--- src/rtl/synth_pkg.sv ---
// Shared constants for the voice pipeline: phase codes, allocator states, MIDI widths.
package synth_pkg;

    localparam int unsigned NOTE_W = 7;

    // Per-voice pipeline phases as seen on o_pipeline_state
    localparam logic [1:0] PH_READ    = 2'd0;
    localparam logic [1:0] PH_COMPUTE = 2'd1;
    localparam logic [1:0] PH_UPDATE  = 2'd2;
    localparam logic [1:0] PH_IDLE    = 2'd3;

    typedef enum logic [1:0] {
        StIdle   = 2'd0,
        StSearch = 2'd1,
        StDecide = 2'd2,
        StIssue  = 2'd3
    } alloc_state_e;

endpackage

--- src/rtl/voice_allocator.sv ---
// Voice slot table and note-event allocator. Issues at most one keystate update per
// ADSR drain slot: a new update waits until a sweep that started after the previous
// update has passed its first PH_UPDATE cycle.
module voice_allocator
    import synth_pkg::*;
#(
    parameter int unsigned NUM_VOICES = 8
) (
    input  logic              clk_i,
    input  logic              rst_ni,
    input  logic              note_valid_i,
    input  logic              note_on_i,
    input  logic [NOTE_W-1:0] note_num_i,
    output logic              note_ready_o,
    input  logic              sweep_start_i,
    input  logic              slot_update_i,
    output logic              spi_flag_o,
    output logic              spi_note_status_o,
    output logic [7:0]        spi_voice_index_o,
    output logic [NOTE_W-1:0] voice_note_o
);

    localparam int unsigned     IdxW    = (NUM_VOICES > 1) ? $clog2(NUM_VOICES) : 1;
    localparam logic [IdxW-1:0] LastIdx = IdxW'(NUM_VOICES - 1);

    alloc_state_e      state_q;
    logic              busy_q [NUM_VOICES];
    logic [NOTE_W-1:0] note_q [NUM_VOICES];
    logic              ev_on_q;
    logic [NOTE_W-1:0] ev_note_q;
    logic [IdxW-1:0]   scan_q, match_idx_q, free_idx_q, steal_q;
    logic              match_q, free_q;
    logic              ready_q, flag_q, status_q;
    logic [7:0]        index_q;
    logic [NOTE_W-1:0] vnote_q;
    logic              outstanding_q, armed_q;

    logic [IdxW-1:0]   tgt;
    logic              use_steal, drop;

    // Slot choice for the latched event once the scan has completed
    always_comb begin
        tgt       = steal_q;
        use_steal = 1'b0;
        drop      = 1'b0;
        if (match_q) begin
            tgt = match_idx_q;
        end else if (ev_on_q && free_q) begin
            tgt = free_idx_q;
        end else if (ev_on_q) begin
            use_steal = 1'b1;
        end else begin
            drop = 1'b1;
        end
    end

    // Allocator FSM, slot table and outstanding-update tracking
    always_ff @(posedge clk_i or negedge rst_ni) begin
        if (!rst_ni) begin
            state_q       <= StIdle;
            ready_q       <= 1'b1;
            flag_q        <= 1'b0;
            status_q      <= 1'b0;
            index_q       <= '0;
            vnote_q       <= '0;
            ev_on_q       <= 1'b0;
            ev_note_q     <= '0;
            scan_q        <= '0;
            match_q       <= 1'b0;
            free_q        <= 1'b0;
            match_idx_q   <= '0;
            free_idx_q    <= '0;
            steal_q       <= '0;
            outstanding_q <= 1'b0;
            armed_q       <= 1'b0;
            for (int v = 0; v < int'(NUM_VOICES); v++) begin
                busy_q[v] <= 1'b0;
                note_q[v] <= '0;
            end
        end else begin
            flag_q <= 1'b0;
            // A sweep starting in the flag cycle itself does not count as "after" it
            if (outstanding_q) begin
                if (sweep_start_i && !flag_q) armed_q <= 1'b1;
                if (armed_q && slot_update_i) begin
                    outstanding_q <= 1'b0;
                    armed_q       <= 1'b0;
                end
            end
            unique case (state_q)
                StIdle: begin
                    if (note_valid_i) begin
                        ev_on_q   <= note_on_i;
                        ev_note_q <= note_num_i;
                        scan_q    <= '0;
                        match_q   <= 1'b0;
                        free_q    <= 1'b0;
                        ready_q   <= 1'b0;
                        state_q   <= StSearch;
                    end
                end
                StSearch: begin
                    if (busy_q[scan_q] && note_q[scan_q] == ev_note_q && !match_q) begin
                        match_q     <= 1'b1;
                        match_idx_q <= scan_q;
                    end
                    if (!busy_q[scan_q] && !free_q) begin
                        free_q     <= 1'b1;
                        free_idx_q <= scan_q;
                    end
                    if (scan_q == LastIdx) state_q <= StDecide;
                    else                   scan_q  <= scan_q + 1'b1;
                end
                StDecide: begin
                    if (drop) begin
                        ready_q <= 1'b1;
                        state_q <= StIdle;
                    end else begin
                        busy_q[tgt] <= ev_on_q;
                        if (ev_on_q) note_q[tgt] <= ev_note_q;
                        if (use_steal) steal_q <= (steal_q == LastIdx) ? '0 : steal_q + 1'b1;
                        status_q <= ev_on_q;
                        index_q  <= 8'(tgt);
                        vnote_q  <= ev_note_q;
                        state_q  <= StIssue;
                    end
                end
                StIssue: begin
                    if (!outstanding_q) begin
                        flag_q        <= 1'b1;
                        outstanding_q <= 1'b1;
                        armed_q       <= 1'b0;
                        ready_q       <= 1'b1;
                        state_q       <= StIdle;
                    end
                end
                default: state_q <= StIdle;
            endcase
        end
    end

    assign note_ready_o      = ready_q;
    assign spi_flag_o        = flag_q;
    assign spi_note_status_o = status_q;
    assign spi_voice_index_o = index_q;
    assign voice_note_o      = vnote_q;

endmodule

--- src/rtl/voice_scheduler.sv ---
// Frame sequencer: sweeps every voice through the 4-phase pipeline once per sample
// frame, accumulates the enveloped voice samples into a saturated mix, and hosts the
// note-event voice allocator.
module voice_scheduler
    import synth_pkg::*;
#(
    parameter int unsigned NUM_VOICES = 8,
    parameter int unsigned SAMPLE_DIV = 1024,
    parameter int unsigned ACC_W      = 24
) (
    input  logic               i_clk,
    input  logic               i_reset_n,
    input  logic               i_note_valid,
    input  logic               i_note_on,
    input  logic [NOTE_W-1:0]  i_note_num,
    output logic               o_note_ready,
    output logic               o_spi_flag,
    output logic               o_spi_note_status,
    output logic [7:0]         o_spi_voice_index,
    output logic [NOTE_W-1:0]  o_voice_note,
    output logic [7:0]         o_voice_index,
    output logic [1:0]         o_pipeline_state,
    input  logic signed [15:0] i_voice_sample,
    output logic signed [15:0] o_mix_sample,
    output logic               o_mix_valid
);

    localparam int unsigned            CntW      = $clog2(SAMPLE_DIV);
    localparam logic [CntW-1:0]        CntLast   = CntW'(SAMPLE_DIV - 1);
    localparam logic [CntW-1:0]        SweepLast = CntW'(4 * NUM_VOICES - 1);
    localparam logic [7:0]             VoiceLast = 8'(NUM_VOICES - 1);
    localparam logic signed [ACC_W-1:0] SatMax   = ACC_W'(32767);
    localparam logic signed [ACC_W-1:0] SatMin   = ACC_W'(-32768);

    logic [CntW-1:0]         cnt_q;
    logic [1:0]              phase_q;
    logic [7:0]              voice_q;
    logic                    sweep_q;
    logic signed [ACC_W-1:0] acc_q;
    logic signed [15:0]      mix_q;
    logic                    mix_valid_q;

    logic signed [ACC_W-1:0] sample_ext, acc_sum;
    logic signed [15:0]      mix_sat;
    logic                    capture, last_capture, sweep_start, slot_update;

    // Capture arithmetic and saturation of the running sum
    always_comb begin
        sample_ext   = ACC_W'(i_voice_sample);
        acc_sum      = acc_q + sample_ext;
        capture      = sweep_q && (phase_q == PH_IDLE);
        last_capture = capture && (voice_q == VoiceLast);
        sweep_start  = sweep_q && (phase_q == PH_READ) && (voice_q == '0);
        slot_update  = sweep_q && (phase_q == PH_UPDATE);
        if (acc_sum > SatMax)      mix_sat = 16'sh7fff;
        else if (acc_sum < SatMin) mix_sat = -16'sh8000;
        else                       mix_sat = acc_sum[15:0];
    end

    // Frame counter and registered pipeline phase / voice index
    always_ff @(posedge i_clk or negedge i_reset_n) begin
        if (!i_reset_n) begin
            cnt_q   <= '0;
            phase_q <= PH_IDLE;
            voice_q <= '0;
            sweep_q <= 1'b0;
        end else begin
            cnt_q <= (cnt_q == CntLast) ? '0 : cnt_q + 1'b1;
            if (cnt_q <= SweepLast) begin
                phase_q <= cnt_q[1:0];
                voice_q <= 8'(cnt_q >> 2);
                sweep_q <= 1'b1;
            end else begin
                phase_q <= PH_IDLE;
                sweep_q <= 1'b0;
            end
        end
    end

    // Mix accumulator: cleared as a sweep is launched, one add per voice in phase 3
    always_ff @(posedge i_clk or negedge i_reset_n) begin
        if (!i_reset_n) begin
            acc_q       <= '0;
            mix_q       <= '0;
            mix_valid_q <= 1'b0;
        end else begin
            mix_valid_q <= 1'b0;
            if (capture) acc_q <= acc_sum;
            if (cnt_q == '0) acc_q <= '0;
            if (last_capture) begin
                mix_q       <= mix_sat;
                mix_valid_q <= 1'b1;
            end
        end
    end

    voice_allocator #(
        .NUM_VOICES (NUM_VOICES)
    ) u_alloc (
        .clk_i             (i_clk),
        .rst_ni            (i_reset_n),
        .note_valid_i      (i_note_valid),
        .note_on_i         (i_note_on),
        .note_num_i        (i_note_num),
        .note_ready_o      (o_note_ready),
        .sweep_start_i     (sweep_start),
        .slot_update_i     (slot_update),
        .spi_flag_o        (o_spi_flag),
        .spi_note_status_o (o_spi_note_status),
        .spi_voice_index_o (o_spi_voice_index),
        .voice_note_o      (o_voice_note)
    );

    assign o_voice_index    = voice_q;
    assign o_pipeline_state = phase_q;
    assign o_mix_sample     = mix_q;
    assign o_mix_valid      = mix_valid_q;

endmodule

--- config.mk ---
export PLATFORM = sky130hd
export DESIGN_NAME = voice_scheduler
export DESIGN_NICKNAME = d
export VERILOG_FILES = /design/src/rtl/synth_pkg.sv /design/src/rtl/voice_allocator.sv /design/src/rtl/voice_scheduler.sv
export SDC_FILE = /design/constraint.sdc
export NUM_CORES = 1
export LEC_CHECK = 0
export CORE_AREA = 2 2 167 169
export DETAILED_ROUTE_END_ITERATION = 6
export DIE_AREA = 0 0 169 171
export GPL_ROUTABILITY_DRIVEN = 0
export MAX_ROUTING_LAYER = met4
export SLEW_MARGIN = 20
export SYNTH_ARGS = -nofsm -noshare
export SYNTH_HDL_FRONTEND = slang
export SYNTH_HIERARCHICAL = 1
export SYNTH_SLANG_ARGS = --single-unit
--- constraint.sdc ---
create_clock -name i_clk -period 8 [get_ports i_clk]
set_input_delay 1.6 -clock i_clk [delete_from_list [all_inputs] [get_ports i_clk]]
set_output_delay 1.6 -clock i_clk [all_outputs]
set_load 0.03 [all_outputs]
Word-level counts from Yosys, hierarchy flattened --
Index checks and enable logic that the tools add are counted.
Storage, ports and cells: input bits 27, output and inout bits 45, logic and storage cells 159, register bits after elaboration 165
Cells by class: add/subtract/negate cells 4, $lt $le $gt $ge 6, reductions and logical operators 34, bitwise gates (word level) 3, eq/ne operators 17, muxes and demuxes 56
Operator list (number):
- $bwmux W56 | 1
- $mux W24 | 2
- $mux W16 | 2
- $mux W1 | 27
- $add A24 B16 Y24 | 1
- $gt A24 B16 Y1 const B | 1
- $lt A24 B16 Y1 const B | 1
- $bmux W7 S3 | 1
- $demux W7 S3 | 1
- $mux W7 | 3
- $reduce_and A3 Y1 | 6
- $mux W3 | 5
- $logic_and A1 B1 Y1 | 12
- $add A10 B1 Y10 const B | 1
- $eq A10 B10 Y1 const B | 1
- $le A10 B5 Y1 const B | 1
- $logic_not A10 Y1 | 1
- $mux W10 | 1
- $mux W2 | 5
- $bwmux W8 | 1
- $eq A2 B2 Y1 const B | 4
- $eq A8 B3 Y1 const B | 1
- $ge A4 B4 Y1 const B | 2
- $logic_not A8 Y1 | 1
- 21 further kinds | 38

Depth between registers and ports, before layout --
Gate-level depths: netlist (run 1).
word-level depth 9, gate-level depth with buffers 11, gate-level depth less buffers 10

Modules after synthesis --
Netlist (run 1), hierarchy kept.
By module, submodules not included:
- voice_allocator | cells each 383, times used 1, sequential area each 2578.7 sq um, area an instance 4819.6 sq um
- voice_scheduler | cells each 466, times used 1, sequential area each 1554.0 sq um, area an instance 4000.1 sq um

Worst setup path after synthesis (run 1) --
OpenSTA, ideal clock, no wires.
kind in2reg, start in i_voice_sample[0], end reg mix_q[0], in the netlist o_mix_sample[0], arrival time 4.170 ns, data required time 7.851 ns, stages 11, setup time 0.149 ns, slack 3.681 ns, path buffers 1, cell sequence ha_1 -> fa_1 -> a211oi_1 -> o211ai_1 -> a21oi_1 -> o21bai_1 -> xor2_1 -> and4_2 -> clkbuf_1 -> a31oi_1 -> o22ai_1
Between the ends: cells in the longest elaborated chain, start to end 4, elaborated cells between the ends (all ways) 5
Ends and longest elaborated chain:
- start, declared | RTL line voice_scheduler.sv:23 | input logic signed [15:0] i_voice_sample,
- $add A24 B16 Y24 * | RTL line voice_scheduler.sv:50 | acc_sum = acc_q + sample_ext;
- $lt A24 B16 Y1 | RTL line voice_scheduler.sv:56 | else if (acc_sum < SatMin) mix_sat = -16'sh8000;
- $mux W16 | RTL line voice_scheduler.sv:56
- $mux W16 * | RTL line voice_scheduler.sv:55 | if (acc_sum > SatMax) mix_sat = 16'sh7fff;
- end signal, assigned | RTL line voice_scheduler.sv:91 | mix_q <= mix_sat;
- end, declared | RTL line voice_scheduler.sv:40 | logic signed [15:0] mix_q;
Mark *: on every way between the ends. The rest lies on a longest branch, timed or not. A chain may end at the register's enable or synchronous reset.

Worst setup path after layout (run 1) --
start in i_voice_sample[15], end reg mix_q[2], in the netlist o_mix_sample[2]
Same word-level chain as after synthesis.

==> metrics.yaml, run 1 <==
outcome:
  outcome: "finished clean"
yosys:
  syn_inst: 849
  synth-edff-count: 0
  netlist_area_um2: 8820
  synth_cell_types: 70
  yosysWarningCount: 6
  ys_seq_elements: 165
  yosysTopAreaCellShare_pct: 46.0
  yosysSeqAreaShare_pct: 46.9
  async_reset_ff_share_pct: 100
  synth_compound_area_share_pct: 13.4
  synth_ff_type: "dfrtp_1"
  ys_top_cells_by_area: "dfrtp_1 (46%), mux2_2 (9.7%), nand2_1 (5.2%)"
  synth_top_family_by_area: "multiplexers"
  yosysTopAreaCell: "dfrtp_1"
  synthAdderAreaFrac_pct: 4.34
  synth_xor_area_share_pct: 3.08
  avgSynthCellArea_um2: 10.4
  yosys.area_share.simple_pct: 14.1
  synthMuxAreaShare_pct: 15.0
clocking:
  cts_buffer_depth: 2
  postCtsResizedCells: 0
  insertion_delay_ns: 0.44
  cts_root_buf: "clkbuf_16"
  hold_buffers: 0
  cts.clk_slew.worst_paths_ns: 0.07
  post-cts-setup-buffers: 0
  htree_levels: 4
  cts_made_buffers: 17
  cts_tree: "built"
  clkSinkCount: 165
setup_path:
  required_ns: 8.35
  cp.arrival_ns: 5.40
  timing.rr.start: "acc_q[0]$_DFFE_PN0P_"
  crit_slowest_cell: "clkdlybuf4s50_1"
  worst-path-max-fanout: 9
  start_kind: "input pin"
  r2r_slack_ns: 4.30
  path_class: "in2reg"
  startpoint: "i_voice_sample[15]"
  critPathMaxStageDelay_ns: 0.62
  end_kind: "flop"
  crit_chain: "clkdlybuf4s50_1 -> ha_1 -> a21oi_1 -> o21ai_0 -> mux2_2 -> a211o_1 -> a311oi_1 -> and3_1 -> a31oi_1 -> o22ai_1"
layout:
  final_nets: 952
  finalInstanceArea_um2: 10400
  layout_common_cells: "dfrtp_1 (162), nand2_1 (123), mux2_2 (76), clkdlybuf4s50_1 (65), a21oi_1 (59)"
  synthToLayoutAreaGrowth_pct: 17.4
  drive_above_1_share_pct: 15.4
  final_common_cell: "dfrtp_1"
  fin_util_pct: 37.9
  diodes: 0
  instances_no_fill: 1254
timing:
  rsz0062_at_grt: "no"
  tns_ns: 0
  finalHoldViolCount: 0
  min_period_ns: 5.06
  fin_crit_sh_pct: 63.2
  clock.fmax_ghz: 0.198
  worst_hold_slack_ns: 0.485
  maxSlewHeadroom_pct: 29.2
  worst_pin_slew_ns: 1.06
  drv_slew: 0
  layout_setup_ws_ns: 2.94
  setup_viol: 0
  skew_ns: 0.0247
global_routing:
  grt_overflow_total: 0
  grt_max_degree: 103
  track_usage_pct: 15.9
  antenna_found_initial: 0
  grt_pass1_vias: 6425
  grt_pass1_wl_um: 34900
drt:
  dr.pass1.iters: 4
  wl_um: 21400
  met1_length_um: 10500
  top_layer_used: "met4"
  num_vias: 6557
  drt_iter0_markers: 390
  dr_wl_met3_um: 670
  viasPerCell: 5.23
  route.detailed.drc: 0
  met2_length_um: 9860
  antenna_left: 0
  avgRoutedWirePerCell_um: 17.1
die:
  core_area_um2: 27300
  pin_count: 72
  die_width_um: 169
  fp-row-count: 61
  initial_core_util_pct: 32.3
  chipHeight_um: 171
  die_area_um2: 28900
flow_run:
  maxCapViolCount: 0
placement:
  placed_area_um2: 9750
  dp_cells: 1222
  port_buffers: 66
  dpl.hpwl_um: 14700
  dp_slack_ns: 2.56
power:
  powerDensity_nw_per_um2: 364
  leakagePower_nw: 4.70
  total_power_mw: 3.77
  ir_worst_vdd_uv: 162
hold_path:
  hp-start: "u_alloc/spi_voice_index_o[2]$_DFFE_PN0P_"
  hold_path_class: "reg2reg"
final timing paths:
kind,to,cells after the start
worst max-delay path,o_mix_sample[2]$_DFFE_PN0P_,10
worst min-delay path,u_alloc/spi_voice_index_o[2]$_DFFE_PN0P_,2
worst max register to register,o_mix_sample[2]$_DFFE_PN0P_,10
worst min register to register,u_alloc/spi_voice_index_o[2]$_DFFE_PN0P_,2
max in group asynchronous,u_alloc/free_idx_q[0]$_DFFE_PN0P_,2
min in group asynchronous,cnt_q[6]$_DFF_PN0_,1
state kept, by name (all words and copies together), names as in the netlist, 2 cells and up:
register,cells
o_voice_index,8
u_alloc/note_q,56
cnt_q,10
u_alloc/state_q,2
u_alloc/busy_q,8
u_alloc/ev_note_q,7
o_mix_sample,16
u_alloc/match_idx_q,3
u_alloc/steal_q,3
u_alloc/voice_note_o,7
o_pipeline_state,2
u_alloc/spi_voice_index_o,3
acc_q,24
u_alloc/free_idx_q,3
u_alloc/scan_q,3
where the power goes:
part / internal [mW] / total, mW / switching (mW)
clock: 0.424 / 0.823 / 0.400
combinational: 0.687 / 1.68 / 0.990
sequential: 1.04 / 1.27 / 0.226
total: 2.15 / 3.77 / 1.62
critical path, delay by kind of cell:
kind	cells	cell delay [ns]
buf+inv	1	0.62
simple gates	1	0.44
mux	1	0.38
compound gates	6	1.83
fa+ha+maj	1	0.54
cell usage after synthesis (2+ instances only):
| library cell | instances |
|---|---|
| a211o_1 | 4 |
| a211oi_1 | 9 |
| a21o_1 | 9 |
| a21oi_1 | 59 |
| a22o_1 | 6 |
| a22oi_1 | 7 |
| a31oi_1 | 10 |
| and2_1 | 2 |
| and3_1 | 9 |
| buf_2 | 7 |
| buf_4 | 6 |
| buf_6 | 3 |
| clkbuf_1 | 32 |
| dfrtp_1 | 162 |
| dfstp_2 | 3 |
| ha_1 | 29 |
| inv_1 | 11 |
| mux2_1 | 3 |
| mux2_2 | 76 |
| mux2i_1 | 22 |
| mux4_1 | 2 |
| mux4_2 | 7 |
| nand2_1 | 123 |
| nand2b_1 | 6 |
| nand3_1 | 14 |
| nand4_1 | 13 |
| nor2_1 | 57 |
| nor2_2 | 3 |
| nor2b_1 | 11 |
| nor3_1 | 6 |
| nor3b_1 | 2 |
| nor4_1 | 3 |
| o211ai_1 | 5 |
| o21a_1 | 4 |
| o21ai_0 | 40 |
| o21ai_1 | 2 |
| o21bai_1 | 3 |
| o22ai_1 | 10 |
| o311ai_0 | 2 |
| o41ai_4 | 2 |
| or2_2 | 3 |
| or3_1 | 4 |
| or4_1 | 2 |
| xnor2_1 | 17 |
| xor2_1 | 14 |
cell families after synthesis:
group	count (synthesis)
buffers and inverters	61
adders and majority gates	30
muxes	110
xor gates and xnor gates	31
and+or+nand+nor	267
AOI/OAI and AO/OA	184
other	1
DFF	165
final cells by class:
class / count / area, um2
clock buffers: 17 / 425
clock inverters: 15 / 180
fillers: 2714 / 17000
inverters: 12 / 45.0
multi-input cells: 627 / 4430
flip-flops and latches: 165 / 4130
well taps: 346 / 433
repair buffers: 72 / 707
metal layers:
metal / GRT usage (%) / up-vias
met5: - / -
met3: 2.59 / 26
li1: - / 3143
met4: 5.17 / 0
met2: 24.1 / 127
met1: 21.7 / 3261
No activity file was read; power rests on OpenSTA's default activity.
==> run 2, diff against run 1 <==
==> constraint.sdc (replaced) <==
create_clock -name i_clk -period 5.31 [get_ports i_clk]
set_input_delay 1.062 -clock i_clk [delete_from_list [all_inputs] [get_ports i_clk]]
set_output_delay 1.062 -clock i_clk [all_outputs]
set_load 0.03 [all_outputs]
==> metrics.yaml, run 2 (synthesized netlist as in run 1, its figures left out) <==
timing:
  worst_hold_slack_ns: 0.486
  tns_ns: 0
  setup_viol: 0
  min_period_ns: 4.53
  drv_slew: 0
  maxSlewHeadroom_pct: 28.1
  skew_ns: 0.0238
  rsz0062_at_grt: "no"
  fin_crit_sh_pct: 85.4
  clock.fmax_ghz: 0.221
  worst_pin_slew_ns: 1.08
  finalHoldViolCount: 0
clocking:
  hold_buffers: 0
  cts_buffer_depth: 2
  post-cts-setup-buffers: 0
  postCtsResizedCells: 0
  htree_levels: 4
  insertion_delay_ns: 0.44
  cts.clk_slew.worst_paths_ns: 0.08
  cts_made_buffers: 17
  cts_root_buf: "clkbuf_16"
  clkSinkCount: 165
  cts_tree: "built"
die:
  die_area_um2: 28900
  pin_count: 72
  fp-row-count: 61
  chipHeight_um: 171
  initial_core_util_pct: 32.3
  core_area_um2: 27300
  die_width_um: 169
setup_path:
  required_ns: 5.65
  worst-path-max-fanout: 9
  end_kind: "flop"
  path_class: "in2reg"
  cp.arrival_ns: 4.87
  r2r_cells: 10
  start_kind: "input pin"
  r2r_slack_ns: 1.57
layout:
  fin_util_pct: 38.2
  diodes: 0
  largest_reg_flops: 56
  fill_cells: 2695
  drive_above_1_share_pct: 15.6
  finalInstanceArea_um2: 10400
  top_register: "u_alloc/note_q"
  final_nets: 954
  instances_no_fill: 1256
  final_common_cell: "dfrtp_1"
  layout_common_cells: "dfrtp_1 (162), nand2_1 (123), mux2_2 (76), clkdlybuf4s50_1 (65), a21oi_1 (59)"
  synthToLayoutAreaGrowth_pct: 18.2
drt:
  num_vias: 6526
  avgRoutedWirePerCell_um: 16.9
  dr.pass1.iters: 5
  route.detailed.drc: 0
  wl_um: 21200
  viasPerCell: 5.20
  antenna_left: 0
  drt_iter0_markers: 416
power:
  ir_worst_vdd_uv: 265
  combPwrFrac_pct: 43.4
  p_clk_share_pct: 22.8
  p_int_mw: 3.26
  leakagePower_nw: 4.73
  powerDensity_nw_per_um2: 550
  p_sw_share_pct: 43.1
  seq_power_share_pct: 33.8
  p_switching_mw: 2.47
placement:
  dpl.hpwl_um: 14800
  port_buffers: 66
  dp_cells: 1223
  placed_area_um2: 9760
hold_path:
  hold_path_class: "reg2reg"
  whs_path_depth: 2
flow_run:
  maxCapViolCount: 0
global_routing:
  track_usage_pct: 15.7
  grt_pass1_wl_um: 34800
  antenna_found_initial: 0
  grt_overflow_total: 0
  grt_max_degree: 106
  grt_pass1_vias: 6531
outcome:
  outcome: "finished clean"
==> run 2: power by group through the flow <==
stage | clock [mW] | combinational [mW] | sequential, mW
2_1_floorplan | 0 | 1.85 | 1.89
3_3_place_gp | 0 | 2.45 | 1.96
3_5_place_dp | 0 | 2.47 | 1.96
4_1_cts | 1.34 | 2.48 | 1.94
5_1_grt | 1.39 | 2.74 | 2.00
6_report | 1.31 | 2.49 | 1.94
==> run 2: per-layer routing <==
layer,track usage [%],part of all wire [%]
met5,-,0
met1,21.4,50
met2,24.1,45
met3,2.52,3.3
met4,5.05,1.5
==> run 2: cell type report <==
type / instances / area [um2] / share of cell area, %
Clock buffer: 17 / 425 / 4.08
Clock inverter: 15 / 216 / 2.08
Inverter: 12 / 45.0 / 0.432
Multi-Input combinational cell: 627 / 4430 / 42.5
Sequential cell: 165 / 4130 / 39.6
Tap cell: 346 / 433 / 4.15
Timing Repair Buffer: 74 / 742 / 7.12
==> run 2: path summary, 6_finish.rpt <==
check | from | endpoint
max | i_voice_sample[15] | o_mix_sample[0]$_DFFE_PN0P_
min | u_alloc/voice_note_o[2]$_DFFE_PN0P_ | u_alloc/voice_note_o[2]$_DFFE_PN0P_
max reg2reg | acc_q[0]$_DFFE_PN0P_ | o_mix_sample[0]$_DFFE_PN0P_
min reg2reg | u_alloc/voice_note_o[2]$_DFFE_PN0P_ | u_alloc/voice_note_o[2]$_DFFE_PN0P_
max in group asynchronous | i_reset_n | u_alloc/note_ready_o$_DFFE_PN1P_
min in group asynchronous | i_reset_n | cnt_q[9]$_DFF_PN0_
==> run 2: worst max-delay path, cell delays in order <==
cell and delay (ns):
clkdlybuf4s50_1 0.61, ha_1 0.52, a21oi_1 0.09, o21ai_0 0.33, mux2_2 0.38, a211o_1 0.22, a311oi_1 0.62, and3_1 0.45
a31oi_1 0.36, o22ai_1 0.22
==> run 2: stage by stage <==
| step | power, mW | worst slack (ns) |
|---|---|---|
| floorplan | 3.74 | 1.53 |
| global placement | 4.41 | 0.561 |
| detailed placement | 4.43 | 0.399 |
| CTS | 5.77 | 0.853 |
| global route | 6.14 | 0.497 |
| finish | 5.73 | 0.776 |
